### src/rtl/if_btb.sv
// Instruction-fetch stage: PC register, direct-mapped BTB with 2-bit direction
// counters, EX-driven training/redirect, and wrapping debug counters.
module if_btb #(
  parameter int          ENTRIES  = 16,
  parameter int          IMEM_AW  = 10,
  parameter logic [31:0] RESET_PC = 32'h0000_0000,
  parameter logic [1:0]  CNT_INIT = 2'b01
) (
  input  logic               clk,
  input  logic               rstn,
  input  logic               stall,
  input  logic               redirect,
  input  logic [31:0]        redirect_pc,
  input  logic               upd_en,
  input  logic [31:0]        upd_pc,
  input  logic               upd_taken,
  input  logic [31:0]        upd_target,
  output logic [IMEM_AW-1:0] imem_addr,
  input  logic [31:0]        imem_data,
  output logic [31:0]        ir,
  output logic [31:0]        pc,
  output logic [31:0]        ra,
  output logic               pred_taken,
  output logic [31:0]        pred_pc,
  output logic [31:0]        npc,
  output logic [31:0]        hit_cnt,
  output logic [31:0]        redir_cnt
);

  localparam int IDX   = $clog2(ENTRIES);
  localparam int TAG_W = 30 - IDX;

  function automatic logic [1:0] sat_inc(input logic [1:0] c);
    return (c == 2'b11) ? c : c + 2'b01;
  endfunction

  function automatic logic [1:0] sat_dec(input logic [1:0] c);
    return (c == 2'b00) ? c : c - 2'b01;
  endfunction

  logic              btb_vld [ENTRIES];
  logic [TAG_W-1:0]  btb_tag [ENTRIES];
  logic [31:0]       btb_tgt [ENTRIES];
  logic [1:0]        btb_cnt [ENTRIES];

  logic [31:0]       pc_p0;
  logic [IDX-1:0]    lk_idx;
  logic [TAG_W-1:0]  lk_tag;
  logic              lk_hit;
  logic [IDX-1:0]    up_idx;
  logic [TAG_W-1:0]  up_tag;
  logic              up_hit;
  logic              unused_bits;

  // Stage p0: combinational lookup and next-PC selection on the current PC
  assign lk_idx     = pc_p0[IDX+1:2];
  assign lk_tag     = pc_p0[31:IDX+2];
  assign lk_hit     = btb_vld[lk_idx] && (btb_tag[lk_idx] == lk_tag);
  assign pred_taken = lk_hit && btb_cnt[lk_idx][1];
  assign ra         = pc_p0 + 32'd4;
  assign pred_pc    = pred_taken ? btb_tgt[lk_idx] : ra;
  assign pc         = pc_p0;
  assign imem_addr  = pc_p0[IMEM_AW+1:2];
  assign ir         = imem_data;

  always_comb begin
    npc = pred_pc;
    if (redirect)   npc = {redirect_pc[31:1], 1'b0};
    else if (stall) npc = pc_p0;
  end

  assign up_idx      = upd_pc[IDX+1:2];
  assign up_tag      = upd_pc[31:IDX+2];
  assign up_hit      = btb_vld[up_idx] && (btb_tag[up_idx] == up_tag);
  assign unused_bits = ^{upd_pc[1:0], redirect_pc[0]};

  always_ff @(posedge clk or negedge rstn) begin
    if (!rstn) begin
      pc_p0     <= RESET_PC;
      hit_cnt   <= '0;
      redir_cnt <= '0;
    end else begin
      pc_p0 <= npc;
      if (pred_taken && !stall && !redirect) hit_cnt <= hit_cnt + 32'd1;
      if (redirect)                          redir_cnt <= redir_cnt + 32'd1;
    end
  end

  // Training writes land after the edge, so same-cycle lookups see old contents
  always_ff @(posedge clk or negedge rstn) begin
    if (!rstn) begin
      for (int i = 0; i < ENTRIES; i++) begin
        btb_vld[i] <= 1'b0;
        btb_tag[i] <= '0;
        btb_tgt[i] <= '0;
        btb_cnt[i] <= CNT_INIT;
      end
    end else if (upd_en) begin
      if (up_hit) begin
        if (upd_taken) begin
          btb_cnt[up_idx] <= sat_inc(btb_cnt[up_idx]);
          btb_tgt[up_idx] <= upd_target;
        end else begin
          btb_cnt[up_idx] <= sat_dec(btb_cnt[up_idx]);
        end
      end else if (upd_taken) begin
        btb_vld[up_idx] <= 1'b1;
        btb_tag[up_idx] <= up_tag;
        btb_tgt[up_idx] <= upd_target;
        btb_cnt[up_idx] <= 2'b10;
      end
    end
  end

endmodule

### config.mk
export PLATFORM = sky130hd
export DESIGN_NAME = if_btb
export DESIGN_NICKNAME = d
export VERILOG_FILES = /design/src/rtl/if_btb.sv
export SDC_FILE = /design/constraint.sdc
export NUM_CORES = 2
export LEC_CHECK = 0
export CORE_ASPECT_RATIO = 0.5
export CORE_MARGIN = 3
export CORE_UTILIZATION = 60
export CTS_CLUSTER_DIAMETER = 150
export DETAILED_ROUTE_END_ITERATION = 10
export GPL_TIMING_DRIVEN = 0
export MAX_ROUTING_LAYER = met4
export PLACE_DENSITY = 0.86
export RECOVER_POWER = 100
export SETUP_SLACK_MARGIN = 0.2
export SLEW_MARGIN = 15
export SYNTH_ARGS = -nofsm -noshare
export SYNTH_HDL_FRONTEND = slang
export SYNTH_SLANG_ARGS = --single-unit
### constraint.sdc
create_clock -name clk -period 5.5 [get_ports clk]
set_input_delay 1.1 -clock clk [delete_from_list [all_inputs] [get_ports clk]]
set_output_delay 1.1 -clock clk [all_outputs]
set_load 0.02 [all_outputs]
* After elaboration in Yosys (flattened, before gate mapping)
Cells that the tools add are included.
Storage, ports and cells: register bits 1072, bits in latches 0, memory bits (writable) 0, ROM bits 0, input bits 134, output and inout port bits 235, word-level logic and storage cells 139, memories 0
Cells by class: add/subtract/negate cells 5, multiply operators 0, divide/modulo/power cells 0, order comparisons 3, eq/ne operators 3, shift operators 0, mux-type cells 41, bitwise gates (word level) 7, reduce and logical (&&, ||, !) cells 13
Operators with widths (count):
- 512-bit bitwise mux | 1
- 416-bit bitwise mux | 1
- 32-bit two-way mux | 9
- 26-bit binary-select mux with 4-bit select | 2
- 26-bit two-way mux | 5
- 32-bit binary-select mux with 4-bit select | 1
- 32-bit demux with 4-bit select | 1
- 26-bit demux with 4-bit select | 1
- 32-bit by 1-bit adder with 32-bit output, second input constant | 2
- 32-bit bitwise mux | 2
- 26-bit equality test | 2
- 32-bit by 3-bit adder with 32-bit output, second input constant | 1
- 16-bit OR | 2
- 16-bit AND | 1
- 2-bit binary-select mux with 4-bit select | 2
- 16-bit inverter | 1
- 2-bit two-way mux | 7
- 5-bit greater-or-equal comparator, second input constant | 2
- 4-bit inverter with 5-bit output | 2
- 1-bit binary-select mux with 4-bit select | 2
- 2-bit demux with 4-bit select | 1
- 1-bit logical AND | 6
- 5-bit by 1-bit less-than comparator with 1-bit output, second input constant | 1
- 1-bit two-way mux | 5
- 10 further kinds | 12

* Longest topological paths before layout
depth in word-level cells 10, mapped depth 17, gate-level depth less buffers 9

* Worst setup path after synthesis
No wires, ideal clock.
path type reg2out, start point register pc_p0[2] (netlist: pc[2]), end point output npc[10], arrival 4.248 ns, data required time 4.400 ns, path slack 0.152 ns, cell stages (with the launch flop) 12, path buffers 7, cells stage by stage dfrtp_1 > buf_4 > buf_4 > buf_2 > buf_2 > clkbuf_1 > buf_2 > buf_1 > mux4_2 > mux4_2 > mux2_2 > o311a_1
Between the ends: longest elaborated chain between the ends 10, elaborated cells on any way between the ends 20, classes of those cells 1 x add/sub; 1 x eq/ne; 15 x mux; 1 x bitwise; 2 x reduce/logical
Ends and longest elaborated chain:
- start: declaration | RTL line 46 | logic [31:0] pc_p0;
- start signal: assignment | RTL line 83 | pc_p0 <= npc;
- 4-bit inverter with 5-bit output (implied by the code) | RTL line 58, 59, 61
- 26-bit binary-select mux with 4-bit select | RTL line 58 | assign lk_hit = btb_vld[lk_idx] && (btb_tag[lk_idx] == lk_tag);
- 26-bit two-way mux (implied by the code) (2 in series) | RTL line 58
- 26-bit equality test | RTL line 58
- 1-bit logical AND | RTL line 58
- 1-bit logical AND | RTL line 59 | assign pred_taken = lk_hit && btb_cnt[lk_idx][1];
- 32-bit two-way mux * | RTL line 61 | assign pred_pc = pred_taken ? btb_tgt[lk_idx] : ra;
- named net pred_pc[10] | RTL line 24 | output logic [31:0] pred_pc,
- 32-bit two-way mux * | RTL line 69 | else if (stall) npc = pc_p0;
- 32-bit two-way mux * | RTL line 68 | if (redirect) npc = {redirect_pc[31:1], 1'b0};
- end: declaration | RTL line 25 | output logic [31:0] npc,
The timed path passes the listed nets; every way through them passes the cells marked *. The select of a mux whose other input is x is not followed.

* Final worst setup path
start point input upd_pc[5], end point register btb_tag[98] (netlist name)
Between the ends: longest elaborated chain between the ends 8, elaborated cells on any way between the ends 17, classes of those cells 2 x order compare; 1 x eq/ne; 9 x mux; 2 x bitwise; 3 x reduce/logical
Ends and longest elaborated chain:
- start: declaration | RTL line 15 | input logic [31:0] upd_pc,
- 4-bit inverter with 5-bit output (implied by the code) * | RTL line 74, 108
- 26-bit binary-select mux with 4-bit select | RTL line 74 | assign up_hit = btb_vld[up_idx] && (btb_tag[up_idx] == up_tag);
- 26-bit two-way mux (implied by the code) (2 in series) | RTL line 74
- 26-bit equality test | RTL line 74
- 1-bit logical AND | RTL line 74
- 1-bit inverter (no source line)
- 3-bit AND reduction (no source line)
- end signal: indexed assignment | RTL line 108 | btb_tag[up_idx] <= up_tag;
- end: declaration | RTL line 42 | logic [TAG_W-1:0] btb_tag [ENTRIES];
Every way passes the cells marked *; elsewhere a longest branch is shown, timed or not. The select of a mux whose other input is x is not followed. A chain may end at the register's enable or synchronous reset.

==> summary.txt <==
DIE HEIGHT: 220 µm
Initial core utilization: 61.4%
Synthesized area per cell: 14.2 µm²
Commonest cells after routing, fill and taps aside: 1053 x dfrtp_1, 759 x mux2_2, 331 x mux4_2
Power per cell area: 373 mW/mm²
R2r startpoint: pc[2]
Rows: 77
Mapped cell area: 0.0549 mm²
Final #Nets: 4510
Final Critical Period: 6680 ps
HP Class: input port to asynchronous set/reset pin
Clk sinks: 1072
Reg-to-Reg End: hit_cnt[7]
First-pass GRT wire length: 290 mm
Via density: 7.13
Register area share after synthesis: 48.9%
Crit Path Class: input port to flip-flop
Vias in the first global route: 40400
Core area: 0.0895 mm²
Post-DP HPWL: 143 mm
DR iter-0 viols: 5284
CTS tree: yes
Final Hold Vio Count: 0
Maximum root-to-sink buffer count: 3
Io pins: 369
Failing checks: capacitance limit, slew limit, setup timing
Port buffer count: 310
Gpl congestion: 1.03
Number of distinct library cells after synthesis: 76
Outcome: finished with violations
Area post-placement: 0.0599 mm²
Overall Global Routing Usage: 44.1%
Setup Skew: 35.8 ps
Initial antenna violation count: 6
Worst-path fanout max: 10
R2R Setup Slk: 650 ps
# Max-Cap Violations: 6
Flops & latches, synth: 1072
Die Span X: 434 µm
Cell count of the worst reg-to-reg path: 20
Relative max-transition margin: -140%
First-pass DRT Iterations: 6
Area grow syn2layout: 19.4%
Remaining antenna violation count after routing: 0
Non-Filler Instances: 5643
Synth warn: 0
Fin. max-slew vios: 410
Worst Setup End Kind: flip-flop
CTS H-tree lvls: 3
WP data required: 6100 ps
Worst-Skew Late Latency: 740 ps
Die area: 0.0954 mm²
Setup crit start kind: input port
Vias: 40200
DRC: 0
Critical Path End: btb_tag[98]
CTS Root Cell: clkbuf_16
CTS Buf Count: 94
Leakage: 28.7 nW
Post-synthesis async set-or-reset flop share: 100%
Most common cell after layout, fill and taps aside: dfrtp_1
Placed cells: 5377
Post-synth EDFFs: 0
Slew @ Worst Pin: 3600 ps
Total Wirelength: 205 mm
Remaining global-route overflow: 0
Syn Nets: 4005
Critical Path Start: upd_pc[5]
Arr. time, crit path: 7290 ps
Final instance area: 0.0656 mm²
Mapped Cells: 3868
Worst VDD drop: 0.000427 V
Worst-path clk slew: 70 ps
Layout cells sized above 1: 40.0%
Final setup violating endpoints: 739
Predominant post-synthesis flop cell: dfrtp_1
DR WL/cell: 36.4 µm
Final setup margin: -1180 ps
Layout filler cell count: 5566
Final Cycle Share: 122%
Fmax: 0.150 GHz
RSZ-0062 raised after global routing: true
Pin count of the biggest net entering global routing: 159
cell usage after synthesis, types with 7 or more instances:
| library cell | number | area [µm²] |
|---|---|---|
| a211oi_1 | 12 | 90.1 |
| a21oi_1 | 23 | 115 |
| a221oi_1 | 7 | 61.3 |
| a22o_1 | 11 | 96.3 |
| a22oi_1 | 37 | 278 |
| a2bb2oi_1 | 18 | 158 |
| a32oi_1 | 7 | 61.3 |
| and2_1 | 17 | 106 |
| and3_1 | 34 | 213 |
| buf_1 | 43 | 161 |
| buf_2 | 50 | 250 |
| buf_4 | 74 | 556 |
| buf_6 | 21 | 236 |
| clkbuf_1 | 191 | 717 |
| dfrtp_1 | 1056 | 26400 |
| dfstp_2 | 16 | 420 |
| inv_1 | 20 | 75.1 |
| mux2_1 | 192 | 2160 |
| mux2_2 | 797 | 8970 |
| mux2i_1 | 129 | 1290 |
| mux4_2 | 331 | 7450 |
| nand2_1 | 86 | 323 |
| nand2_8 | 10 | 200 |
| nand2b_1 | 55 | 344 |
| nand3_1 | 75 | 375 |
| nand4_1 | 37 | 231 |
| nor2_1 | 89 | 334 |
| nor2b_1 | 22 | 138 |
| nor3_1 | 30 | 150 |
| nor4_1 | 14 | 87.6 |
| o21ai_0 | 57 | 285 |
| o22ai_1 | 16 | 100 |
| o311a_1 | 29 | 290 |
| or3_1 | 38 | 238 |
| or4_1 | 9 | 67.6 |
| xnor2_1 | 95 | 832 |
| xor2_1 | 29 | 254 |
worst max-delay path: stages:
cell      delay (ps)
buf_2            210
clkbuf_1         470
inv_4            420
buf_4            420
clkbuf_1        1230
nand2_1          310
a21oi_1          380
a21oi_1          120
or4b_1           470
or4_1            700
buf_2            300
nand3_2          350
buf_4            360
mux2_2           380
how the worst min path moves through the flow:
stage,end,slack [ps],cells past startpoint
detailed placement,redir_cnt[31],480,1
CTS,btb_tgt[402],240,1
floorplan,btb_vld[1],450,1
global placement,redir_cnt[31],460,1
finish,btb_tgt[402],230,1
global route,btb_tgt[402],240,1
final cells by class:
class                   instances  area [µm²]  area share (%)
flip-flops and latches       1072       26900            40.9
diodes                         13        32.5          0.0496
clock inverters                43         619           0.944
plain buffers                 380        2670            4.07
repair buffers                409        4190            6.39
clock buffers                 125        2650            4.04
multi-input cells            2392       27000            41.1
inverters                      24         104           0.158
well taps                    1185        1480            2.26
kinds of logic after synthesis:
family | after synthesis | share of synthesized area (%)
muxes | 1449 | 36.2
DFF | 1072 | 48.9
and+or+nand+nor | 547 | 5.61
buffers and inverters | 404 | 3.70
AOI/OAI and AO/OA | 267 | 3.55
xor gates and xnor gates | 124 | 1.98
adders and majority gates | 5 | 0.105
stage by stage:
stage / hold WS, ps / utilization, % / power [mW] / worst slack, ps / TNS, ps
global placement: 460 / 66.5 / 16.3 / -43330 / -
CTS: 245 / 72.3 / 24.0 / -845 / -37510
global route: 240 / 73.2 / 25.1 / -918 / -523860
floorplan: 451 / - / 13.9 / 220 / 0
detailed placement: 477 / 66.9 / 16.5 / -2840 / -918340
finish: 234 / 73.3 / 24.4 / -1180 / -593080
where the power goes:
group	internal, mW	total (mW)	switching [mW]
sequential	9.32	10.4	1.06
combinational	3.32	6.85	3.53
clock	3.94	7.21	3.26
per-layer routing:
metal | track usage, % | share of wire (%) | wire [µm]
met5 | - | 0 | 0
met4 | 22.3 | 6.7 | 13700
met3 | 17.2 | 13 | 26900
met2 | 61.8 | 43 | 88700
met1 | 56.2 | 37 | 76000
sequential cells by signal, summed over array words and instances (netlist names):
register	cells
btb_tag	416
btb_vld	16
hit_cnt	32
btb_cnt	32
pc	32
redir_cnt	32
btb_tgt	512
timing repair:
| item | CTS | global route |
|---|---|---|
| setup endpoints to repair | 740 | 379 |
| buffers inserted | 40 | 42 |
| pin swaps | 21 | 26 |
| hold buffers | 0 | 0 |
| gates resized for setup | 700 | 141 |
| gates cloned | 2 | 1 |
(Power assumes the default switching activity.)
